==> config.mk <==
export PLATFORM = sky130hd
export DESIGN_NAME = sensor_bcd_latch
export DESIGN_NICKNAME = d
export VERILOG_FILES = /design/src/rtl/sensor_bcd_latch.sv
export SDC_FILE = /design/constraint.sdc
export NUM_CORES = 1
export LEC_CHECK = 0
export BUFFER_PORTS_ARGS = -buffer_cell sky130_fd_sc_hd__buf_4
export CAP_MARGIN = 20
export CORE_MARGIN = 4
export CORE_UTILIZATION = 42
export CTS_BUF_LIST = sky130_fd_sc_hd__clkbuf_2 sky130_fd_sc_hd__clkbuf_4 sky130_fd_sc_hd__clkbuf_8
export DETAILED_ROUTE_END_ITERATION = 8
export SETUP_SLACK_MARGIN = 0.3
export SYNTH_ARGS = -nofsm -noshare
export SYNTH_HDL_FRONTEND = slang
export SYNTH_SLANG_ARGS = --single-unit
==> constraint.sdc <==
create_clock -name clk_1MHz -period 4.47 [get_ports clk_1MHz]
set_clock_uncertainty 0.1 [all_clocks]
set_input_delay 0.2235 -clock clk_1MHz [delete_from_list [all_inputs] [get_ports clk_1MHz]]
set_output_delay 0.2235 -clock clk_1MHz [all_outputs]
set_load 0.1 [all_outputs]
==> src/rtl/sensor_bcd_latch.sv <==
// Latches validated DHT11 readings and converts them to BCD tens/units digits.
// Optional feature macro: DECIMAL_ROUND_EN (round integers up when decimal >= 5).
module sensor_bcd_latch #(
  parameter int unsigned STALE_CYCLES = 5000000
) (
  input  logic        clk_1MHz,
  input  logic        rst_n,
  input  logic        frame_valid,
  input  logic [39:0] frame_data,
  output logic        busy,
  output logic [3:0]  humidity10,
  output logic [3:0]  humidity0,
  output logic [3:0]  temperature10,
  output logic [3:0]  temperature0,
  output logic        reading_valid,
  output logic        frame_err,
  output logic [7:0]  err_count,
  output logic        stale
);

  localparam int unsigned CW = (STALE_CYCLES > 1) ? $clog2(STALE_CYCLES) : 1;
  localparam logic [CW-1:0] STALE_MAX = CW'(STALE_CYCLES - 1);

  typedef enum logic [1:0] {IDLE, CHECK, CONV, UPDATE} state_t;

  state_t          state_q, state_d;
  logic [39:0]     frame_q, frame_d;
  logic [1:0][19:0] dd_q, dd_d, dd_step;
  logic [2:0]      iter_q, iter_d;
  logic [3:0]      hum10_q, hum10_d, hum0_q, hum0_d;
  logic [3:0]      temp10_q, temp10_d, temp0_q, temp0_d;
  logic            valid_q, valid_d;
  logic            ferr_q, ferr_d;
  logic [7:0]      errcnt_q, errcnt_d;
  logic            stale_q, stale_d;
  logic [CW-1:0]   stale_cnt_q, stale_cnt_d;

  logic [7:0] hum_int, hum_dec, temp_int, temp_dec, checksum, sum8;
  logic [8:0] hum_adj, temp_adj;
  logic       frame_ok;

  assign hum_int  = frame_q[39:32];
  assign hum_dec  = frame_q[31:24];
  assign temp_int = frame_q[23:16];
  assign temp_dec = frame_q[15:8];
  assign checksum = frame_q[7:0];

  // Checksum always covers the raw bytes; 8-bit sum wraps mod 256.
  assign sum8 = hum_int + hum_dec + temp_int + temp_dec;

`ifdef DECIMAL_ROUND_EN
  assign hum_adj  = {1'b0, hum_int}  + ((hum_dec  >= 8'd5) ? 9'd1 : 9'd0);
  assign temp_adj = {1'b0, temp_int} + ((temp_dec >= 8'd5) ? 9'd1 : 9'd0);
`else
  assign hum_adj  = {1'b0, hum_int};
  assign temp_adj = {1'b0, temp_int};
`endif

  assign frame_ok = (sum8 == checksum) && (hum_adj <= 9'd99) && (temp_adj <= 9'd99);

  // One double-dabble step per channel: {hundreds, tens, units, binary}.
  for (genvar gi = 0; gi < 2; gi++) begin : g_dd
    logic [19:0] adj;
    always_comb begin
      adj = dd_q[gi];
      for (int k = 0; k < 3; k++) begin
        if (adj[8+4*k +: 4] >= 4'd5) begin
          adj[8+4*k +: 4] = adj[8+4*k +: 4] + 4'd3;
        end
      end
    end
    assign dd_step[gi] = {adj[18:0], 1'b0};
  end

  always_comb begin
    state_d     = state_q;
    frame_d     = frame_q;
    dd_d        = dd_q;
    iter_d      = iter_q;
    hum10_d     = hum10_q;
    hum0_d      = hum0_q;
    temp10_d    = temp10_q;
    temp0_d     = temp0_q;
    valid_d     = valid_q;
    ferr_d      = 1'b0;
    errcnt_d    = errcnt_q;
    stale_cnt_d = (stale_cnt_q == STALE_MAX) ? stale_cnt_q : stale_cnt_q + CW'(1);
    stale_d     = stale_q | (stale_cnt_q == STALE_MAX);

    case (state_q)
      IDLE: begin
        if (frame_valid) begin
          frame_d = frame_data;
          state_d = CHECK;
        end
      end
      CHECK: begin
        if (frame_ok) begin
          dd_d[0] = {12'd0, hum_adj[7:0]};
          dd_d[1] = {12'd0, temp_adj[7:0]};
          iter_d  = 3'd0;
          state_d = CONV;
        end else begin
          ferr_d   = 1'b1;
          errcnt_d = (errcnt_q == 8'hFF) ? errcnt_q : errcnt_q + 8'd1;
          state_d  = IDLE;
        end
      end
      CONV: begin
        dd_d   = dd_step;
        iter_d = iter_q + 3'd1;
        if (iter_q == 3'd7) begin
          state_d = UPDATE;
        end
      end
      UPDATE: begin
        // A fresh reading overrides a stale threshold hit on the same edge.
        hum10_d     = dd_q[0][15:12];
        hum0_d      = dd_q[0][11:8];
        temp10_d    = dd_q[1][15:12];
        temp0_d     = dd_q[1][11:8];
        valid_d     = 1'b1;
        stale_d     = 1'b0;
        stale_cnt_d = '0;
        state_d     = IDLE;
      end
      default: state_d = IDLE;
    endcase
  end

  always_ff @(posedge clk_1MHz) begin
    if (!rst_n) begin
      state_q     <= IDLE;
      frame_q     <= '0;
      dd_q        <= '0;
      iter_q      <= '0;
      hum10_q     <= '0;
      hum0_q      <= '0;
      temp10_q    <= '0;
      temp0_q     <= '0;
      valid_q     <= 1'b0;
      ferr_q      <= 1'b0;
      errcnt_q    <= '0;
      stale_q     <= 1'b0;
      stale_cnt_q <= '0;
    end else begin
      state_q     <= state_d;
      frame_q     <= frame_d;
      dd_q        <= dd_d;
      iter_q      <= iter_d;
      hum10_q     <= hum10_d;
      hum0_q      <= hum0_d;
      temp10_q    <= temp10_d;
      temp0_q     <= temp0_d;
      valid_q     <= valid_d;
      ferr_q      <= ferr_d;
      errcnt_q    <= errcnt_d;
      stale_q     <= stale_d;
      stale_cnt_q <= stale_cnt_d;
    end
  end

  assign busy          = (state_q != IDLE);
  assign humidity10    = hum10_q;
  assign humidity0     = hum0_q;
  assign temperature10 = temp10_q;
  assign temperature0  = temp0_q;
  assign reading_valid = valid_q;
  assign frame_err     = ferr_q;
  assign err_count     = errcnt_q;
  assign stale         = stale_q;

endmodule

After elaboration in Yosys (flattened, before gate mapping)
Index checks and enable logic that the tools add are counted.
Word-level totals
  register bits: 135
  output and inout port bits: 28
  word-level logic and storage cells: 74
Operators by class
  add/sub/neg operators: 12
  magnitude comparators: 8
  equality and inequality tests: 10
  multiplexer cells: 15
  bitwise gates (word level): 4
  reduce and logical (&&, ||, !) cells: 11
Operators with widths (number)
  $pmux W40 S2: 1
  $mux W40: 1
  $add A8 B8 Y8: 3
  $ge A4 B3 Y1 const B: 6
  $add A23 B1 Y23 const B: 1
  $eq A23 B23 Y1 const B: 1
  $add A4 B2 Y4 const B: 4
  $le A8 B7 Y1 const B: 2
  $mux W4: 4
  $mux W3: 3
  $add A8 B1 Y8 const B: 1
  $eq A8 B8 Y1: 1
  $eq A8 B8 Y1 const B: 1
  $pmux W2 S4: 1
  $reduce_and A2 Y1: 4
  $add A3 B2 Y3 const B: 2
  $mux W2: 3
  $ne A2 B2 Y1 const B: 3
  $pmux W3 S2: 1
  $eq A2 B2 Y1 const B: 2
  $reduce_bool A2 Y1: 2
  $add A3 B1 Y3 const B: 1
  $eq A3 B3 Y1 const B: 1
  $not A1 Y1: 3
  7 further kinds: 8

Logic depth before layout (Yosys ltp)
Gate-level depths: netlist (run 1).
  depth in word-level cells: 8
  mapped depth: 14
  gate-level depth less buffers: 13

Worst setup path after synthesis (run 1)
OpenSTA, ideal clock, no wires.
  kind: flip-flop to flip-flop
  from: register frame_q[9]
  to: register dd_q[1] in the netlist's numbering
  library setup time: 0.132 ns
  arrival time: 3.566 ns
  data required time: 4.238 ns
  slack: 0.671 ns
  cell stages (with the launch flop): 15
  period minus slack after synthesis: 3.799 ns
  cells stage by stage: dfxtp_1 fa_1 inv_1 fa_1 inv_1 ha_1 fa_1 xor2_1 or3_1 nor4_1 o2111ai_1 nor4_4 buf_6 mux2i_1 a21oi_1
On the way
  cells in the longest elaborated chain, start to end: 6
RTL lines
  start, declared: line 27  | logic [39:0] frame_q, frame_d;
  start signal, assigned: line 148  | frame_q <= frame_d;
  $add A8 B8 Y8: line 49  | assign sum8 = hum_int + hum_dec + temp_int + temp_dec;
  $eq A8 B8 Y1: line 59  | assign frame_ok = (sum8 == checksum) && (hum_adj <= 9'd99) && (temp_adj <= 9'd99);
  $logic_and A1 B1 Y1 (2 in series): line 59
  $ne A2 B2 Y1 (no line)
  $reduce_and A2 Y1 (no line)
  end signal, assigned: line 135  | dd_q <= '0;
  end signal, assigned: line 149  | dd_q <= dd_d;
  end, declared: line 28  | logic [1:0][19:0] dd_q, dd_d, dd_step;
Every way passes these cells.
A chain may end at the register's enable or synchronous reset.

Worst setup path after layout (run 1)
  from: register frame_q[17]
  to: register dd_q[28] in the netlist's numbering
On the way
  cells in the longest elaborated chain, start to end: 7
RTL lines (line)
  $add A8 B8 Y8 (2 in series): 49
  $eq A8 B8 Y1: 59
  $logic_and A1 B1 Y1: 59
  $logic_and A1 B1 Y1 *: 59
  $ne A2 B2 Y1 (no line) *
  $reduce_and A2 Y1 (no line) *
Every way passes the cells marked *; elsewhere a longest branch is shown, timed or not.

==> metrics, run 1 <==
DPL Wire Length=8940 um; worst hold path class=primary input to flop; DRT Pass-1 Iters=4; peak supply drop=194 uV; Post-synth EDFFs=0; Combinational Power Share=13.3%; Critical Path Fanout Max=8; Final period util=90.0%; drt wl/cell=13.5 um; first-pass GRT wire length=22900 um; #FFs+latches synth=127; IO buf count=70; Setup CP Type=flop to flop; Core Box Area=14100 um2; f_max=249 MHz; placed cells=932; Area contributors post-synth=dfxtp_1 41%, nand2_1 10%, a21boi_0 7.1%, fa_1 4.6%, ha_1 3.9%; placed cell areas=6770 um2; GRT Total Usage=17.1%; M3 GR Usage=4.86%; Hold Slack=0.0429 ns; Mapped Nets=794; Non-Filler Instances=1010; met2 GRT Util=28.0%; Final Util=54.6%; DR iter-0 viols=264; startpoint types=flop; count leader, synth=nand2_1; post-route cell area=7700 um2; CP required=4.70 ns; Area Overhead vs Synth=25.1%; post-synth top area share=41.3%; CTS tree=built; CTS Buffer Depth=2; FF/Latch Area=2540 um2; async set-reset flop share out of synthesis=0%; Syn Inst Count=718; vias post-DR=5012; gp weighted congestion=0.803; vias in the first global route=4891; Max-slew headroom=34.2%; largest net degree at the start of global routing=115; Flop pwr share=47.5%; crit path DAT=4.26 ns; DIE WIDTH=129 um; Final Max Tran Viols=0; setup violators final=0; most frequent CP cell=fa_1; clk slew on worst S/H paths=0.07 ns; Post-synth top cells=167 x nand2_1, 127 x dfxtp_1, 58 x a21boi_0, 37 x nor2_1, 36 x clkbuf_1; FILL cells=1288; Internal Power=1.87 mW; clk_lat worst skew=0.44 ns; Die Span Y=129 um; Worst path max stage delay=0.50 ns; Yosys Warn Count=0; final wirelength=13600 um; slowest CP cell=fa_1; Sink Count=127; status=complete, no violations; max capacitance violation total=0; synthesized area=6150 um2; Most used DFF post-synth=dfxtp_1; Final #Nets=893; H-tree Lvls=4; clock network fraction of design power=39.1%; largest area contributor in the netlist=dfxtp_1; Psw=628 uW; met1 Usage GRT=21.4%; drt drc=0; starting density of the core=43.6%; Root Buffer=clkbuf_8; remaining antenna violation count=0; initial antenna violation count=0; die area=16600 um2; row cnt=43; setup TNS=0 ns; n_diodes=0; Final Hold Fails=0; critical path, cell by cell=fa_1, inv_1, fa_1, inv_1, ha_2, fa_1, xor2_1, or3_1, nor4_2, o2111ai_2, nor4_4, buf_4, buf_6, clkbuf_16, o31ai_1, and2_1; Crit. End Element=flop; Static Leak=3.05 nW; Num CTS Buffers=17; sequential fraction of the synthesis area=41.3%; Final min period=4.02 ns; Ports=71; DR vias/cell=4.96; syn_area_per_cell=8.57 um2; grt ovf=0; post-synthesis cell type count=42; CP bufs+invs=5; RSZ-0062 raised after global routing=yes; multi-input logic area=3390 um2; GR peak layer=met2; Sw Share=25.1%; layout cell share with drive strength beyond 1=14.8%; Pwr Density=325 nW/um2; Crit path max-delay family=adder cells; Tightest Pin Transition=0.986 ns
## layout make-up
class	count	share of cell area, %
clock buffers	27	4.58
well taps	180	2.93
flip-flops and latches	127	33.1
repair buffers	120	13.7
multi-input cells	529	44.0
inverters	22	1.07
clock inverters	5	0.650
## cells by family after synthesis
logic type | count (synthesis) | synth area share, %
AO/OA/AOI/OAI | 133 | 14.1
XOR/XNOR | 43 | 6.12
adder cells (fa/ha/maj) | 33 | 8.42
buffers and inverters | 62 | 4.11
flip-flops | 127 | 41.3
multiplexers | 22 | 3.58
AND/OR/NAND/NOR | 298 | 22.4
## registers in the layout (all words and copies together), names as in the netlist, 4 cells and up, named ones only
name and count:
dd_q 32, temperature10 4, humidity10 4, err_count 8, stale_cnt_q 23, humidity0 4, temperature0 4, frame_q 40
## per-layer routing
metal	wire, um	vias to the layer above
met3	570	18
met5	0	-
li1	-	2581
met2	6560	100
met1	6310	2313
met4	190	0
## timing repair
action                     CTS  global route
gates resized for setup      1             8
setup buffers                0             3
cloned                       0             3
hold buffers                40             0
setup endpoints to repair    8            44
hold endpoints to repair    40             0
## through the flow
stage                     power, mW  setup WS (ns)
after global placement         1.50          0.385
after CTS                      2.52          0.343
after floorplan                1.42          0.671
after global routing           2.63          0.260
final                          2.50          0.448
after detailed placement       1.51          0.272
## worst reg2reg max path, cell delays in order (launching register included)
cell       delay, ns
dfxtp_1         0.35
fa_1            0.50
inv_1           0.05
fa_1            0.49
inv_1           0.04
ha_2            0.19
fa_1            0.46
xor2_1          0.15
or3_1           0.32
nor4_2          0.19
o2111ai_2       0.22
nor4_4          0.16
buf_4           0.18
buf_6           0.12
clkbuf_16       0.15
o31ai_1         0.07
and2_1          0.18
## cell usage in the layout, fill, tap and decap left out, types with 12 or more instances in the layout
cell type and instances:
dfxtp_1 126, inv_1 22, nand2b_1 12, mux2i_1 22, a21oi_1 26, dlygate4sd3_1 40
nand2_1 167, nor2_1 37, buf_4 75, xor2_1 26, ha_1 18, o21ai_0 27
xnor2_1 16, clkbuf_8 24, fa_1 14, a21boi_0 57, and2_1 20
## worst paths after layout
kind | start | to | slack [ns] | cells past startpoint
worst min register to register | humidity0[1]$_SDFFE_PN0P_ | humidity0[1]$_SDFFE_PN0P_ | 0.37 | 2
worst max-delay path | frame_q[17]$_SDFFE_PN0P_ | dd_q[28]$_SDFFE_PN0P_ | 0.45 | 16
worst min-delay path | frame_valid | state_q[0]$_SDFFE_PN0P_ | 0.04 | 3
worst max register to register | frame_q[17]$_SDFFE_PN0P_ | dd_q[28]$_SDFFE_PN0P_ | 0.45 | 16
## power groups by stage
stage | Clock (mW) | Sequential, mW | Combinational (mW)
2_1_floorplan | 0 | 1.22 | 0.207
5_1_grt | 1.07 | 1.19 | 0.370
4_1_cts | 1.01 | 1.19 | 0.322
3_5_place_dp | 0 | 1.22 | 0.294
3_3_place_gp | 0 | 1.21 | 0.287
6_report | 0.980 | 1.19 | 0.333
Note: power is estimated with default switching activity, not from simulation.
==> inputs of run 2 (changes only) <==
--- a/config.mk
+++ b/config.mk
@@ -8,9 +8,10 @@
 export BUFFER_PORTS_ARGS = -buffer_cell sky130_fd_sc_hd__buf_4
 export CAP_MARGIN = 20
 export CORE_MARGIN = 4
-export CORE_UTILIZATION = 42
+export CORE_UTILIZATION = 60
 export CTS_BUF_LIST = sky130_fd_sc_hd__clkbuf_2 sky130_fd_sc_hd__clkbuf_4 sky130_fd_sc_hd__clkbuf_8
 export DETAILED_ROUTE_END_ITERATION = 8
+export PLACE_DENSITY = 0.82
 export SETUP_SLACK_MARGIN = 0.3
 export SYNTH_ARGS = -nofsm -noshare
 export SYNTH_HDL_FRONTEND = slang
==> metrics, run 2 (synthesis gave the netlist of run 1 again) <==
final wirelength=14200 um (was 13600 um); die area=11900 um2 (was 16600 um2); RSZ-0062 raised after global routing=yes (unchanged); slowest CP cell=fa_1 (unchanged); Worst R2R Setup Slack=0.34 ns (was 0.45 ns); largest registers=frame_q: 40 flops, dd_q: 32 flops, stale_cnt_q: 23 flops (unchanged); Critical Path Fanout Max=8 (unchanged); largest net degree at the start of global routing=115 (unchanged); GR peak layer=met2 (unchanged); FILL cells=653 (was 1288); layout cell share with drive strength beyond 1=15.5% (was 14.8%); CTS Buffer Depth=2 (unchanged); grt ovf=0 (unchanged); H-tree Lvls=4 (unchanged); most frequent CP cell=fa_1 (unchanged); startpoint types=flop (unchanged); Final period util=92.3% (was 90.0%); most frequent cells in the layout=167 x nand2_1, 126 x dfxtp_1, 77 x buf_4 (was 167 x nand2_1, 126 x dfxtp_1, 75 x buf_4); flip-flop count of the largest register after layout=40 (unchanged); CP bufs+invs=4 (was 5); vias post-DR=5257 (was 5012); Final Hold Fails=0 (unchanged); Final Max Tran Viols=0 (unchanged); CTS tree=built (unchanged); Pwr Density=327 nW/um2 (was 325 nW/um2); GRT Total Usage=24.7% (was 17.1%); Static Leak=3.02 nW (was 3.05 nW); remaining antenna violation count=0 (unchanged); starting density of the core=62.4% (was 43.6%); setup violators final=0 (unchanged); critical path, cell by cell=fa_1, inv_2, fa_1, inv_1, ha_2, fa_1, xor2_1, or3_1, nor4_2, o2111ai_2, nor4_4, buf_4, clkbuf_16, mux2i_1, a21oi_1 (was fa_1, inv_1, fa_1, inv_1, ha_2, fa_1, xor2_1, or3_1, nor4_2, o2111ai_2, nor4_4, buf_4, buf_6, clkbuf_16, o31ai_1, and2_1); worst hold path class=primary input to flop (unchanged); DIE WIDTH=109 um (was 129 um); placed cell areas=6720 um2 (was 6770 um2); clk slew on worst S/H paths=0.07 ns (about the same); Crit path max-delay family=adder cells (unchanged); clk_lat worst skew=0.44 ns (about the same); overall power=2.51 mW (was 2.50 mW); final setup margin=0.343 ns (was 0.448 ns); drt drc=0 (unchanged); Non-Filler Instances=964 (was 1010); status=complete, no violations (unchanged); IO buf count=70 (unchanged); initial antenna violation count=0 (unchanged); peak supply drop=234 uV (was 194 uV); first-pass GRT wire length=23300 um (was 22900 um); Final min period=4.13 ns (was 4.02 ns); DR iter-0 viols=330 (was 264); drt wl/cell=14.7 um (was 13.5 um); Final Util=77.7% (was 54.6%); Tightest Pin Transition=1.08 ns (was 0.986 ns); max capacitance violation total=0 (unchanged); DPL Wire Length=8750 um (was 8940 um); Hold Slack=0.0400 ns (was 0.0429 ns); Final #Nets=894 (was 893); gp weighted congestion=0.875 (was 0.803); placed cells=885 (was 932); row cnt=36 (was 43); Crit. End Element=flop (unchanged); f_max=242 MHz (was 249 MHz); M3 GR Usage=6.45% (was 4.86%); met1 Usage GRT=28.9% (was 21.4%); Num CTS Buffers=17 (unchanged); post-route cell area=7660 um2 (was 7700 um2); vias in the first global route=5120 (was 4891); most common cell after layout, fill and taps aside=nand2_1 (unchanged); CP required=4.69 ns (was 4.70 ns); DRT Pass-1 Iters=6 (was 4); Setup CP Type=flop to flop (unchanged); crit path DAT=4.34 ns (was 4.26 ns); met2 GRT Util=43.6% (was 28.0%); Root Buffer=clkbuf_8 (unchanged); DR vias/cell=5.45 (was 4.96); Worst path max stage delay=0.55 ns (was 0.50 ns); Core Box Area=9860 um2 (was 14100 um2); setup TNS=0 ns (unchanged); Die Span Y=109 um (was 129 um); Max-slew headroom=28.1% (was 34.2%); Ports=71 (unchanged); dpl ws=0.244 ns (was 0.272 ns); Area Overhead vs Synth=24.6% (was 25.1%); Largest Register=frame_q (unchanged); Sink Count=127 (unchanged); n_diodes=0 (unchanged)
run 2: worst paths after layout:
kind | startpoint | end | cells past startpoint
max | frame_q[9]$_SDFFE_PN0P_ | dd_q[24]$_SDFFE_PN0P_ | 15
max reg2reg | frame_q[9]$_SDFFE_PN0P_ | dd_q[24]$_SDFFE_PN0P_ | 15
min | frame_valid | state_q[0]$_SDFFE_PN0P_ | 3
min reg2reg | temperature10[3]$_SDFFE_PN0P_ | temperature10[3]$_SDFFE_PN0P_ | 2
run 2: what timing repair did:
| action | CTS | global route |
|---|---|---|
| resized for setup | 1 | 20 |
| pin swaps | 0 | 6 |
| endpoints found under the setup margin | 8 | 45 |
| buffers inserted | 0 | 4 |
| endpoints found under the hold margin | 40 | 0 |
| hold buffers | 40 | 0 |
| gates cloned | 0 | 3 |
run 2: tightest hold or removal path, stage by stage:
cell and delay (ns):
buf_4 0.12, mux2i_1 0.12, nor3b_1 0.06
run 2: cell type report:
class	instances	area (um2)	area share, %
sequential	127	2540	33.2
timing repair buffer	121	1060	13.8
multi-input combinational	529	3420	44.7
clock buffer	18	241	3.15
clock inverter	14	145	1.89
inverter	22	82.6	1.08
tap	133	166	2.17
run 2: layer usage:
layer | vias to the layer above | wire (um)
met5 | - | 0
met4 | 0 | 212
met3 | 24 | 606
met2 | 133 | 7310
met1 | 2510 | 6050
li1 | 2590 | -
run 2: where the power goes:
group	switching [mW]	internal, mW
logic	0.189	0.156
registers	0.0303	1.16
clock network	0.473	0.497
